==> src/rtl/keypad_scanner.sv <==
// keypad_scanner: 4x3 keypad column scanner, frame debouncer and press FSM.
// Optional auto-repeat when KEYPAD_REPEAT_EN is defined.
//
// Ports:
//   clk, rst_n  clock, async active-low reset
//   row_n[3:0]  rows A..D, active low, asynchronous
//   col_n[2:0]  one-hot-low column drive, E..G
//   keyboard    debounced {row_n, col_n}; 7'h7F when idle
//   key_valid   one-cycle press strobe
//   key_held    high while an accepted key is down
module keypad_scanner #(
  parameter int SCAN_DIV       = 4,
  parameter int DEBOUNCE_SCANS = 3,
  parameter int REPEAT_DELAY   = 20,
  parameter int REPEAT_RATE    = 5
) (
  input  logic       clk,
  input  logic       rst_n,
  input  logic [3:0] row_n,
  output logic [2:0] col_n,
  output logic [6:0] keyboard,
  output logic       key_valid,
  output logic       key_held
);

  if (SCAN_DIV < 4 || DEBOUNCE_SCANS < 1 ||
      DEBOUNCE_SCANS > 15 || REPEAT_DELAY < 1 ||
      REPEAT_RATE < 1 || REPEAT_RATE > REPEAT_DELAY)
  begin : g_bad_param
    $error("keypad_scanner: illegal parameter");
  end

  localparam int SW = $clog2(SCAN_DIV);
  localparam logic [SW-1:0] SLOT_LAST =
    SW'(SCAN_DIV - 1);
  localparam logic [3:0] DB = 4'(DEBOUNCE_SCANS);
  localparam logic [6:0] IDLE_CODE = 7'h7F;
  localparam logic [6:0] BAD_CODE  = 7'h00;

  typedef enum logic {IDLE, PRESSED} state_t;

  function automatic logic [2:0] col_code(
    input logic [1:0] idx
  );
    unique case (idx)
      2'd0:    return 3'b011;
      2'd1:    return 3'b101;
      default: return 3'b110;
    endcase
  endfunction

  function automatic logic single_low(
    input logic [3:0] r
  );
    logic [3:0] l;
    l = ~r;
    return (l != 4'd0) && ((l & (l - 4'd1)) == 4'd0);
  endfunction

  logic [3:0]    row_s1, row_s2;
  logic [SW-1:0] slot_cnt;
  logic [1:0]    col_idx, col_idx_nxt;
  logic [3:0]    cap0, cap1;
  logic [6:0]    prev_code, frame_code;
  logic [3:0]    stab_cnt, stab_nxt;
  logic [2:0]    hit;
  logic          slot_end, frame_end, stable;
  state_t        state;

  assign slot_end    = slot_cnt == SLOT_LAST;
  assign frame_end   = slot_end && col_idx == 2'd2;
  assign col_idx_nxt = (col_idx == 2'd2) ? 2'd0
                                         : col_idx + 2'd1;

  // The last column is evaluated straight from the synchronizer
  // so the frame code is ready on the frame's final cycle.
  always_comb begin
    hit = {row_s2 != 4'hF, cap1 != 4'hF, cap0 != 4'hF};
    frame_code = BAD_CODE;
    unique case (1'b1)
      hit == 3'b000:
        frame_code = IDLE_CODE;
      hit == 3'b001 && single_low(cap0):
        frame_code = {cap0, 3'b011};
      hit == 3'b010 && single_low(cap1):
        frame_code = {cap1, 3'b101};
      hit == 3'b100 && single_low(row_s2):
        frame_code = {row_s2, 3'b110};
      default:
        frame_code = BAD_CODE;
    endcase
  end

  always_comb begin
    stab_nxt = 4'd1;
    if (frame_code == prev_code)
      stab_nxt = (stab_cnt >= DB) ? DB
                                  : stab_cnt + 4'd1;
  end

  assign stable = stab_nxt == DB;

  always_ff @(posedge clk or negedge rst_n) begin
    if (!rst_n) begin
      row_s1    <= 4'hF;
      row_s2    <= 4'hF;
      slot_cnt  <= '0;
      col_idx   <= 2'd0;
      col_n     <= 3'b011;
      cap0      <= 4'hF;
      cap1      <= 4'hF;
      prev_code <= IDLE_CODE;
      stab_cnt  <= 4'd0;
    end else begin
      row_s1 <= row_n;
      row_s2 <= row_s1;
      if (slot_end) begin
        slot_cnt <= '0;
        col_idx  <= col_idx_nxt;
        col_n    <= col_code(col_idx_nxt);
        if (col_idx == 2'd0) cap0 <= row_s2;
        if (col_idx == 2'd1) cap1 <= row_s2;
      end else begin
        slot_cnt <= slot_cnt + 1'b1;
      end
      if (frame_end) begin
        prev_code <= frame_code;
        stab_cnt  <= stab_nxt;
      end
    end
  end

`ifdef KEYPAD_REPEAT_EN
  localparam int RW = $clog2(REPEAT_DELAY + 1);
  localparam logic [RW-1:0] RPT_HIT = RW'(REPEAT_DELAY);
  localparam logic [RW-1:0] RPT_RELOAD =
    RW'(REPEAT_DELAY - REPEAT_RATE);
  logic [RW-1:0] rpt_cnt;
  logic [RW-1:0] rpt_nxt;
  assign rpt_nxt = rpt_cnt + 1'b1;
`endif

  always_ff @(posedge clk or negedge rst_n) begin
    if (!rst_n) begin
      state     <= IDLE;
      keyboard  <= IDLE_CODE;
      key_valid <= 1'b0;
      key_held  <= 1'b0;
`ifdef KEYPAD_REPEAT_EN
      rpt_cnt   <= '0;
`endif
    end else begin
      key_valid <= 1'b0;
      if (frame_end) begin
        unique case (state)
          IDLE: begin
            if (stable && frame_code != IDLE_CODE &&
                frame_code != BAD_CODE) begin
              keyboard  <= frame_code;
              key_valid <= 1'b1;
              key_held  <= 1'b1;
              state     <= PRESSED;
`ifdef KEYPAD_REPEAT_EN
              rpt_cnt   <= '0;
`endif
            end
          end
          PRESSED: begin
            if (stable && frame_code == IDLE_CODE) begin
              keyboard <= IDLE_CODE;
              key_held <= 1'b0;
              state    <= IDLE;
`ifdef KEYPAD_REPEAT_EN
              rpt_cnt  <= '0;
`endif
            end
`ifdef KEYPAD_REPEAT_EN
            // Reload keeps later repeats REPEAT_RATE apart.
            else if (frame_code == keyboard &&
                     frame_code == prev_code) begin
              if (rpt_nxt == RPT_HIT) begin
                key_valid <= 1'b1;
                rpt_cnt   <= RPT_RELOAD;
              end else begin
                rpt_cnt <= rpt_nxt;
              end
            end else begin
              rpt_cnt <= '0;
            end
`endif
          end
        endcase
      end
    end
  end

endmodule

==> config.mk <==
export PLATFORM = sky130hd
export DESIGN_NAME = keypad_scanner
export DESIGN_NICKNAME = d
export VERILOG_FILES = /design/src/rtl/keypad_scanner.sv
export SDC_FILE = /design/constraint.sdc
export NUM_CORES = 1
export LEC_CHECK = 0
export CORE_ASPECT_RATIO = 0.75
export CORE_MARGIN = 4
export CORE_UTILIZATION = 50
export DETAILED_ROUTE_END_ITERATION = 10
export GPL_TIMING_DRIVEN = 0
export HOLD_SLACK_MARGIN = 0.15
export PLACE_DENSITY = 0.77
export SLEW_MARGIN = 10
export SYNTH_ARGS = -nofsm -noshare
export SYNTH_HDL_FRONTEND = slang
export SYNTH_SLANG_ARGS = --single-unit
export TNS_END_PERCENT = 5
==> constraint.sdc <==
create_clock -name clk -period 2.8 [get_ports clk]
set_input_delay 0.42 -clock clk [delete_from_list [all_inputs] [get_ports clk]]
set_output_delay 0.42 -clock clk [all_outputs]
set_load 0.005 [all_outputs]
Word level (Yosys, flattened, before mapping)
Cells that the tools add are included.
{"block": "classes", "add_sub_neg": 6, "order_cmp": 1, "eq_ne": 16, "muxes": 17, "bitwise": 7, "reduce_logical": 23}
{"cell": "$pmux W7 S4", "count": 1}
{"cell": "$mux W7", "count": 2}
{"cell": "$pmux W7 S2", "count": 1}
{"cell": "$and A4 B4 Y4", "count": 3}
{"cell": "$logic_not A4 Y1", "count": 3}
{"cell": "$ne A4 B4 Y1 const B", "count": 3}
{"cell": "$not A4 Y4", "count": 3}
{"cell": "$reduce_bool A4 Y1", "count": 3}
{"cell": "$sub A4 B1 Y4 const B", "count": 3}
{"cell": "$logic_and A1 B1 Y1", "count": 10}
{"cell": "$mux W4", "count": 2}
{"cell": "$eq A7 B7 Y1", "count": 1}
{"cell": "$eq A7 B7 Y1 const B", "count": 1}
{"cell": "$ne A7 B7 Y1 const B", "count": 1}
{"cell": "$reduce_bool A7 Y1", "count": 1}
{"cell": "$mux W1", "count": 6}
{"cell": "$pmux W3 S2", "count": 1}
{"cell": "$add A2 B1 Y2 const B", "count": 2}
{"cell": "$add A4 B1 Y4 const B", "count": 1}
{"cell": "$eq A2 B1 Y1 const B", "count": 2}
{"cell": "$eq A2 B2 Y1 const B", "count": 2}
{"cell": "$eq A4 B2 Y1 const B", "count": 1}
{"cell": "$ge A4 B2 Y1 const B", "count": 1}
{"cell": "$logic_not A2 Y1", "count": 2}
{"cell": "11 further kinds", "count": 14}
{"block": "totals", "register_bits": 44, "inputBits": 6, "output_inout_bits": 12}

Depth between registers and ports, before layout
Gate-level depths: netlist of the first run.
{"block": "depth", "word_depth": 15, "mapped_depth": 9}

Least setup slack after synthesis of the first run
OpenSTA, ideal clock, no wires.
{"block": "synth_timing", "path_kind": "reg-to-reg", "from": "register cap0[2]", "to": "register state", "setup_time_ns": 0.140, "arrival_time_ns": 2.329, "required_time_ns": 2.660, "setup_slack_ns": 0.331, "path_stages_with_launch": 9, "path_buffers": 1, "synth_period_minus_slack_ns": 2.469, "cell_sequence": "dfstp_2 -> buf_4 -> nand4_1 -> nor2_1 -> nand3_1 -> a2111o_1 -> a221oi_4 -> and2_4 -> a31oi_1"}
{"block": "synth_via", "elab_chain_len": 14, "word_cells_on_any_way": 27}
{"item": "start, declared", "line_no": "63", "rtl": "logic [3:0] cap0, cap1;"}
{"item": "start signal, assigned", "line_no": "121", "rtl": "if (col_idx == 2'd0) cap0 <= row_s2;"}
{"item": "$not A4 Y4", "line_no": "56", "rtl": "l = ~r;"}
{"item": "$sub A4 B1 Y4", "line_no": "57", "rtl": "return (l != 4'd0) && ((l & (l - 4'd1)) == 4'd0);"}
{"item": "$and A4 B4 Y4", "line_no": "57"}
{"item": "$logic_not A4 Y1", "line_no": "57"}
{"item": "$logic_and A1 B1 Y1", "line_no": "57"}
{"item": "$logic_and A1 B1 Y1", "line_no": "83", "rtl": "hit == 3'b001 && single_low(cap0):"}
{"item": "$pmux W7 S4 *", "line_no": "80", "rtl": "unique case (1'b1)"}
{"item": "$eq A7 B7 Y1", "line_no": "96", "rtl": "if (frame_code == prev_code)"}
{"item": "$mux W4", "line_no": "96"}
{"item": "$eq A4 B2 Y1", "line_no": "101", "rtl": "assign stable = stab_nxt == DB;"}
{"item": "$logic_and A1 B1 Y1 (2 in series)", "line_no": "157", "rtl": "if (stable && frame_code != IDLE_CODE &&"}
{"item": "$mux W1", "line_no": "157"}
{"item": "$pmux W1 S2 *", "line_no": "155", "rtl": "unique case (state)"}
{"item": "end signal, assigned", "line_no": "145", "rtl": "state <= IDLE;"}
{"item": "end signal, assigned", "line_no": "162", "rtl": "state <= PRESSED;"}
{"item": "end signal, assigned", "line_no": "172", "rtl": "state <= IDLE;"}
{"item": "end, declared", "line_no": "68", "rtl": "state_t state;"}
Mark *: on every way between the ends. The rest lies on a longest branch, timed or not.
A chain may end at the register's enable or synchronous reset.

Worst setup path after layout of the first run
{"block": "layout_timing", "from": "register row_s2[3]", "to": "register keyboard[6]"}
{"block": "layout_via", "elab_chain_len": 14, "word_cells_on_any_way": 29}
{"item": "start, declared", "line_no": "60", "rtl": "logic [3:0] row_s1, row_s2;"}
{"item": "start signal, assigned", "line_no": "116", "rtl": "row_s2 <= row_s1;"}
{"item": "$not A4 Y4", "line_no": "56"}
{"item": "$sub A4 B1 Y4", "line_no": "57"}
{"item": "$and A4 B4 Y4", "line_no": "57"}
{"item": "$logic_not A4 Y1", "line_no": "57"}
{"item": "$logic_and A1 B1 Y1", "line_no": "57"}
{"item": "$logic_and A1 B1 Y1", "line_no": "87", "rtl": "hit == 3'b100 && single_low(row_s2):"}
{"item": "$pmux W7 S4 *", "line_no": "80"}
{"item": "$eq A7 B7 Y1", "line_no": "96"}
{"item": "$mux W4", "line_no": "96"}
{"item": "$eq A4 B2 Y1", "line_no": "101"}
{"item": "$logic_and A1 B1 Y1 (2 in series)", "line_no": "157"}
{"item": "$ne A2 B2 Y1 (no line)"}
{"item": "$reduce_and A3 Y1 (no line)"}
{"item": "end signal, assigned", "line_no": "159", "rtl": "keyboard <= frame_code;"}
{"item": "end, declared", "line_no": "21", "rtl": "output logic [6:0] keyboard,"}
Mark *: on every way between the ends. The rest lies on a longest branch, timed or not. The select of a mux whose other input is x is not followed.

==> results of run 1 <==
[kinds of logic (layout without fill, tap and decap cells)]
logic type / Yosys count / in the layout
AO/OA/AOI/OAI: 66 / 66
multiplexers: 8 / 8
AND/OR/NAND/NOR: 71 / 71
XOR/XNOR: 3 / 3
adder cells (fa/ha/maj): 6 / 6
flip-flops: 44 / 44
buffers and inverters: 21 / 54
[how the worst min path moves through the flow]
stage	from	end
global placement	row_s1[0]	row_s2[0]
floorplan	rst_n	col_idx[0]
finish	row_s1[0]	row_s2[0]
detailed placement	rst_n	col_n[2]
CTS	row_s1[0]	row_s2[0]
global route	row_s1[2]	row_s2[2]
[per-layer routing]
metal / global-route usage, % / part of all wire [%] / vias up
met2: 26.6 / 46 / 44
li1: - / - / 874
met3: 3.71 / 5.1 / 5
met5: 0 / 0 / -
met1: 26.7 / 48 / 882
met4: 4.74 / 0.95 / 0
[report_power, final]
group          switching [mW]  internal [mW]  total (mW)
clock                   0.218          0.292       0.510
sequential             0.0110          0.663       0.674
combinational          0.0648         0.0487       0.113
total                   0.294           1.00        1.30
[sequential cells by signal, summed over array words and instances (netlist names), 2 cells and up]
register	flops
cap0	4
prev_code	7
cap1	4
stab_cnt	4
keyboard	7
row_s1	4
row_s2	4
col_n	3
col_idx	2
slot_cnt	2
[area by class of cell]
type	instances	area, µm²	area share (%)
Clock inverter	2	38.8	1.41
Buffer	13	68.8	2.50
Timing Repair Buffer	25	253	9.17
Inverter	8	30.0	1.09
Tap cell	57	71.3	2.59
Sequential cell	44	1140	41.4
Clock buffer	6	82.6	3.00
Multi-Input combinational cell	154	1070	38.9
[worst max-delay path, cell delays in order (launching register included)]
cell and delay (ps):
dfstp_2 520, buf_2 200, and4_1 280, nand2_1 150, o32a_1 390, a211oi_2 370, a221oi_1 90, and4b_1 210
buf_2 170, a21oi_1 200
[timing repair]
| action | in CTS | in global routing |
|---|---|---|
| endpoints found under the hold margin | 4 | 0 |
| pin swaps | 1 | 4 |
| resized for setup | 1 | 4 |
| hold buffers | 1 | 0 |
| cloned | 0 | 0 |
| buffers inserted | 0 | 6 |
| endpoints found under the setup margin | 4 | 12 |
[stage by stage]
step | hold slack, ps | utilization, % | instance area, µm²
after floorplan | 124 | - | 2290
after global placement | 346 | 57.0 | 2530
after detailed placement | 339 | 57.3 | 2550
after CTS | 360 | 60.4 | 2680
after global routing | 368 | 62.1 | 2760
final | 358 | 62.1 | 2760
[cell usage in the layout, fill, tap and decap left out, types with 8 or more instances in the layout]
| cell | Yosys | routed |
|---|---|---|
| dfstp_2 | 32 | 32 |
| buf_4 | 3 | 8 |
| buf_2 | 7 | 8 |
| a21oi_1 | 13 | 13 |
| nor2_1 | 15 | 14 |
| nand2_1 | 15 | 15 |
| o21ai_0 | 16 | 15 |
| dfrtp_1 | 12 | 12 |
| clkdlybuf4s50_1 | 0 | 16 |
| inv_1 | 8 | 8 |
| a31oi_1 | 9 | 9 |
==> results.yml, run 1 <==
outcome:
  status: "finished clean"
sta:
  fin_tns_setup_ps: 0
  drv_slew: 0
  relSlewSlack_pct: 43.6
  layout_setup_ws_ps: 147
  fmax_mhz: 377
  setup_viol: 0
  fin_crit_ps: 2650
  skew_ps: 6.59
  fin_crit_sh_pct: 94.8
  finalHoldViolations: 0
  worst_slew_pin_slew_ps: 843
synth:
  synth_adder_area_share_pct: 2.84
  async_reset_ff_share_pct: 100
  ys_seq_elements: 44
  synth_top_cell_area_share_pct: 36.7
  avgSynthCellArea_um2: 10.5
  synth_warnings: 0
  synthXorXnorAreaFrac_pct: 1.15
  synth_nets: 227
  synth_top_family_by_area: "compound AO/OA/AOI/OAI gates"
  synth_commonest_cells: "dfstp_2 (32), o21ai_0 (16), nand2_1 (15), nor2_1 (15), a21oi_1 (13)"
  synth_edf_count: 0
  muxShareOfSynthArea_pct: 3.83
  synth-compound-area-share_pct: 21.0
  ys_types: 54
  synth_seq_area_share_pct: 49.8
  synthesis.instances: 219
  synth.most_common_cell: "dfstp_2"
  synth-main-ff-cell: "dfstp_2"
  synthSimpleGateAreaFrac_pct: 17.0
  syn_area_um2: 2290
  yosys-top-cells-area: "dfstp_2 (37%), dfrtp_1 (13%), o21ai_0 (3.5%), mux2_2 (3.0%), a21oi_1 (2.8%)"
  post-synth-top-area-cell: "dfstp_2"
power:
  ir_worst_vdd_mv: 0.336
  p_total_mw: 1.30
  leakage_nw: 1.10
  power.density_nw_per_um2: 471
worst_setup_path:
  critPathRequiredTime_ps: 3020
  cp-startpoint: "row_s2[3]"
  cp_max_fo: 10
  crit_arrival_ps: 2870
  crit_type: "flip-flop to flip-flop"
  worstReg2RegEnd: "keyboard[6]"
  rrSetupSlack_ps: 150
  r2r_start: "row_s2[3]"
  cp-endpoint: "keyboard[6]"
  worst_setup_path_start_kind: "flip-flop"
  reg2reg_depth: 9
  crit_path_end_kind: "flip-flop"
clock_network:
  numClockSinks: 44
  cts.path.max_buffers: 2
  clk_pin_slew_ps: 90
  cts_made_buffers: 5
  clock_latency_ps: 300
  htree_levels: 2
  cts-root-buf: "clkbuf_8"
  cts_tree: "built"
flow_run:
  maxCapViolCount: 0
finish:
  finalNonFillerCells: 309
  nNetsFinal: 259
  num-fill-cells: 366
  antenna-diode-count: 0
  area_delta_synth_final_pct: 20.4
  drive_gt1_share_pct: 31.7
global_routing:
  grt_pass1_wl_um: 8040
  grt_max_degree: 33
  first_global_vias: 1680
  grt.total_usage_pct: 18.0
  antenna_found_initial: 0
  grt_overflow: 0
die:
  die_w_um: 86.1
  initial_core_util_pct: 51.6
  ios: 18
  core-area_um2: 4440
  dieHeight_um: 66.6
  rows: 21
  die_area_um2: 5740
detailed_routing:
  drc_errors: 0
  routed_via_density: 5.84
  dr.pass1.iters: 4
  wl_um: 4720
  dr.first_iter.drc_count: 194
  post_drt_wl_per_cell_um: 15.3
  postRouteAntennaNets: 0
  num_vias: 1805
hold_path:
  whs_path_depth: 0
  hold_path.class: "flip-flop to flip-flop"
placed_design:
  place_ws_ps: -1.87
  hpwl_um: 3380
  gp_congestion: 0.849
  place_inst: 294
  io_buffer_count: 17
Note: power is estimated with default switching activity, not from simulation.
==> inputs of run 2 (changes only) <==
--- a/config.mk
+++ b/config.mk
@@ -12,7 +12,7 @@
 export GPL_TIMING_DRIVEN = 0
 export HOLD_SLACK_MARGIN = 0.15
 export PLACE_DENSITY = 0.77
-export SLEW_MARGIN = 10
+export SLEW_MARGIN = 20
 export SYNTH_ARGS = -nofsm -noshare
 export SYNTH_HDL_FRONTEND = slang
 export SYNTH_SLANG_ARGS = --single-unit
==> run 2 against run 1 <==
Net effect: sequential power hardly changed; critical path depth did not move; worst hold slack barely moved; sequential share of layout area rose by 0.23 points; combinational power hardly changed; critical endpoint is now state; largest cell class unchanged.
==> results.yml, run 2 (same netlist as run 1, synthesis figures left out) <==
finish:
  reg.largest.list: "keyboard (7), prev_code (7)"
  final_common_cell: "dfstp_2"
  num-fill-cells: 359
  fin_util_pct: 61.7
  area_delta_synth_final_pct: 19.7
  finalNonFillerCells: 306
  antenna-diode-count: 0
  drive_gt1_share_pct: 30.5
  layout_common_cells: "dfstp_2 (32), clkdlybuf4s50_1 (16), nand2_1 (15), o21ai_0 (15), nor2_1 (14)"
  fin_area_um2: 2740
  nNetsFinal: 256
sta:
  relSlewSlack_pct: 40.2
  finalHoldViolations: 0
  layout_setup_ws_ps: 169
  setup_viol: 0
  fin_tns_setup_ps: 0
  rsz0062_at_grt: "no"
  fmax_mhz: 380
  fin_crit_sh_pct: 94.0
  hold-worst-slack_ps: 358
  worst_slew_pin_slew_ps: 895
  skew_ps: 5.19
  drv_slew: 0
  fin_crit_ps: 2630
clock_network:
  cts.path.max_buffers: 2
  clock_latency_ps: 300
  cts-root-buf: "clkbuf_8"
  htree_levels: 2
  numClockSinks: 44
  clk_pin_slew_ps: 80
  cts_made_buffers: 5
  cts_tree: "built"
global_routing:
  gr-usage-met2_pct: 25.1
  use_met1_pct: 27.2
  grt_max_degree: 33
  grt.total_usage_pct: 18.1
  grt_overflow: 0
  antenna_found_initial: 0
  first_global_vias: 1642
  top_usage_layer: "met1"
  met3_usage_pct: 4.82
  grt_pass1_wl_um: 8000
placed_design:
  hpwl_um: 3410
  place_area_um2: 2550
  place_inst: 294
  place_ws_ps: 26.3
  gp_congestion: 0.849
  io_buffer_count: 17
outcome:
  status: "finished clean"
die:
  die_w_um: 86.1
  ios: 18
  rows: 21
  initial_core_util_pct: 51.6
  dieHeight_um: 66.6
  die_area_um2: 5740
  core-area_um2: 4440
worst_setup_path:
  worst_setup_path_start_kind: "flip-flop"
  critPathRequiredTime_ps: 2960
  crit_path_end_kind: "flip-flop"
  crit_arrival_ps: 2790
  cp_max_fo: 10
  crit_type: "flip-flop to flip-flop"
detailed_routing:
  post_drt_wl_per_cell_um: 15.3
  postRouteAntennaNets: 0
  num_vias: 1806
  drc_errors: 0
  wl_um: 4670
  dr.first_iter.drc_count: 123
  routed_via_density: 5.90
  dr.pass1.iters: 4
power:
  leakage_nw: 1.08
  ir_worst_vdd_mv: 0.330
  power.density_nw_per_um2: 473
  p_total_mw: 1.30
hold_path:
  hold_path.class: "flip-flop to flip-flop"
flow_run:
  maxCapViolCount: 0
[run 2: what timing repair did]
item / 4_1_cts / 5_1_grt
hold buffers: 1 / 0
resized for setup: 0 / 4
endpoints found under the hold margin: 4 / 0
setup buffers: 0 / 3
setup endpoints to repair: 0 / 11
[run 2: where the power goes]
group          total (mW)  switching, mW  internal, mW
combinational       0.113         0.0645        0.0483
clock               0.510          0.218         0.292
sequential          0.674         0.0109         0.663
[run 2: critical path, cell delays in order (launching register included)]
cell and delay (ps):
dfstp_2 520, buf_2 210, nand4_1 240, nor2_4 220, nand3_1 100, a2111o_1 480, a221oi_4 350, buf_12 160
and2_4 140, a31oi_1 80
[run 2: area by class of cell]
class	count	area [µm²]	share of cell area, %
Multi-Input combinational cell	154	1070	38.9
Timing Repair Buffer	22	243	8.85
Inverter	8	30.0	1.10
Clock buffer	6	82.6	3.01
Sequential cell	44	1140	41.6
Tap cell	57	71.3	2.60
Clock inverter	2	38.8	1.41
Buffer	13	68.8	2.51
[run 2: per-layer routing]
metal	up-vias	share of wire (%)
met5	-	0
met4	0	1.3
met3	7	5.2
met2	42	46
met1	885	48
li1	872	-
[run 2: final timing paths]
| kind | cells past startpoint | end | start | slack [ps] |
|---|---|---|---|---|
| min in group asynchronous | 2 | col_n[2] | rst_n | 550 |
| min | 0 | row_s2[0] | row_s1[0] | 360 |
| max in group asynchronous | 3 | cap1[0] | rst_n | 1720 |
| max | 9 | state | row_s2[3] | 170 |
| min reg2reg | 0 | row_s2[0] | row_s1[0] | 360 |
| max reg2reg | 9 | state | row_s2[3] | 170 |
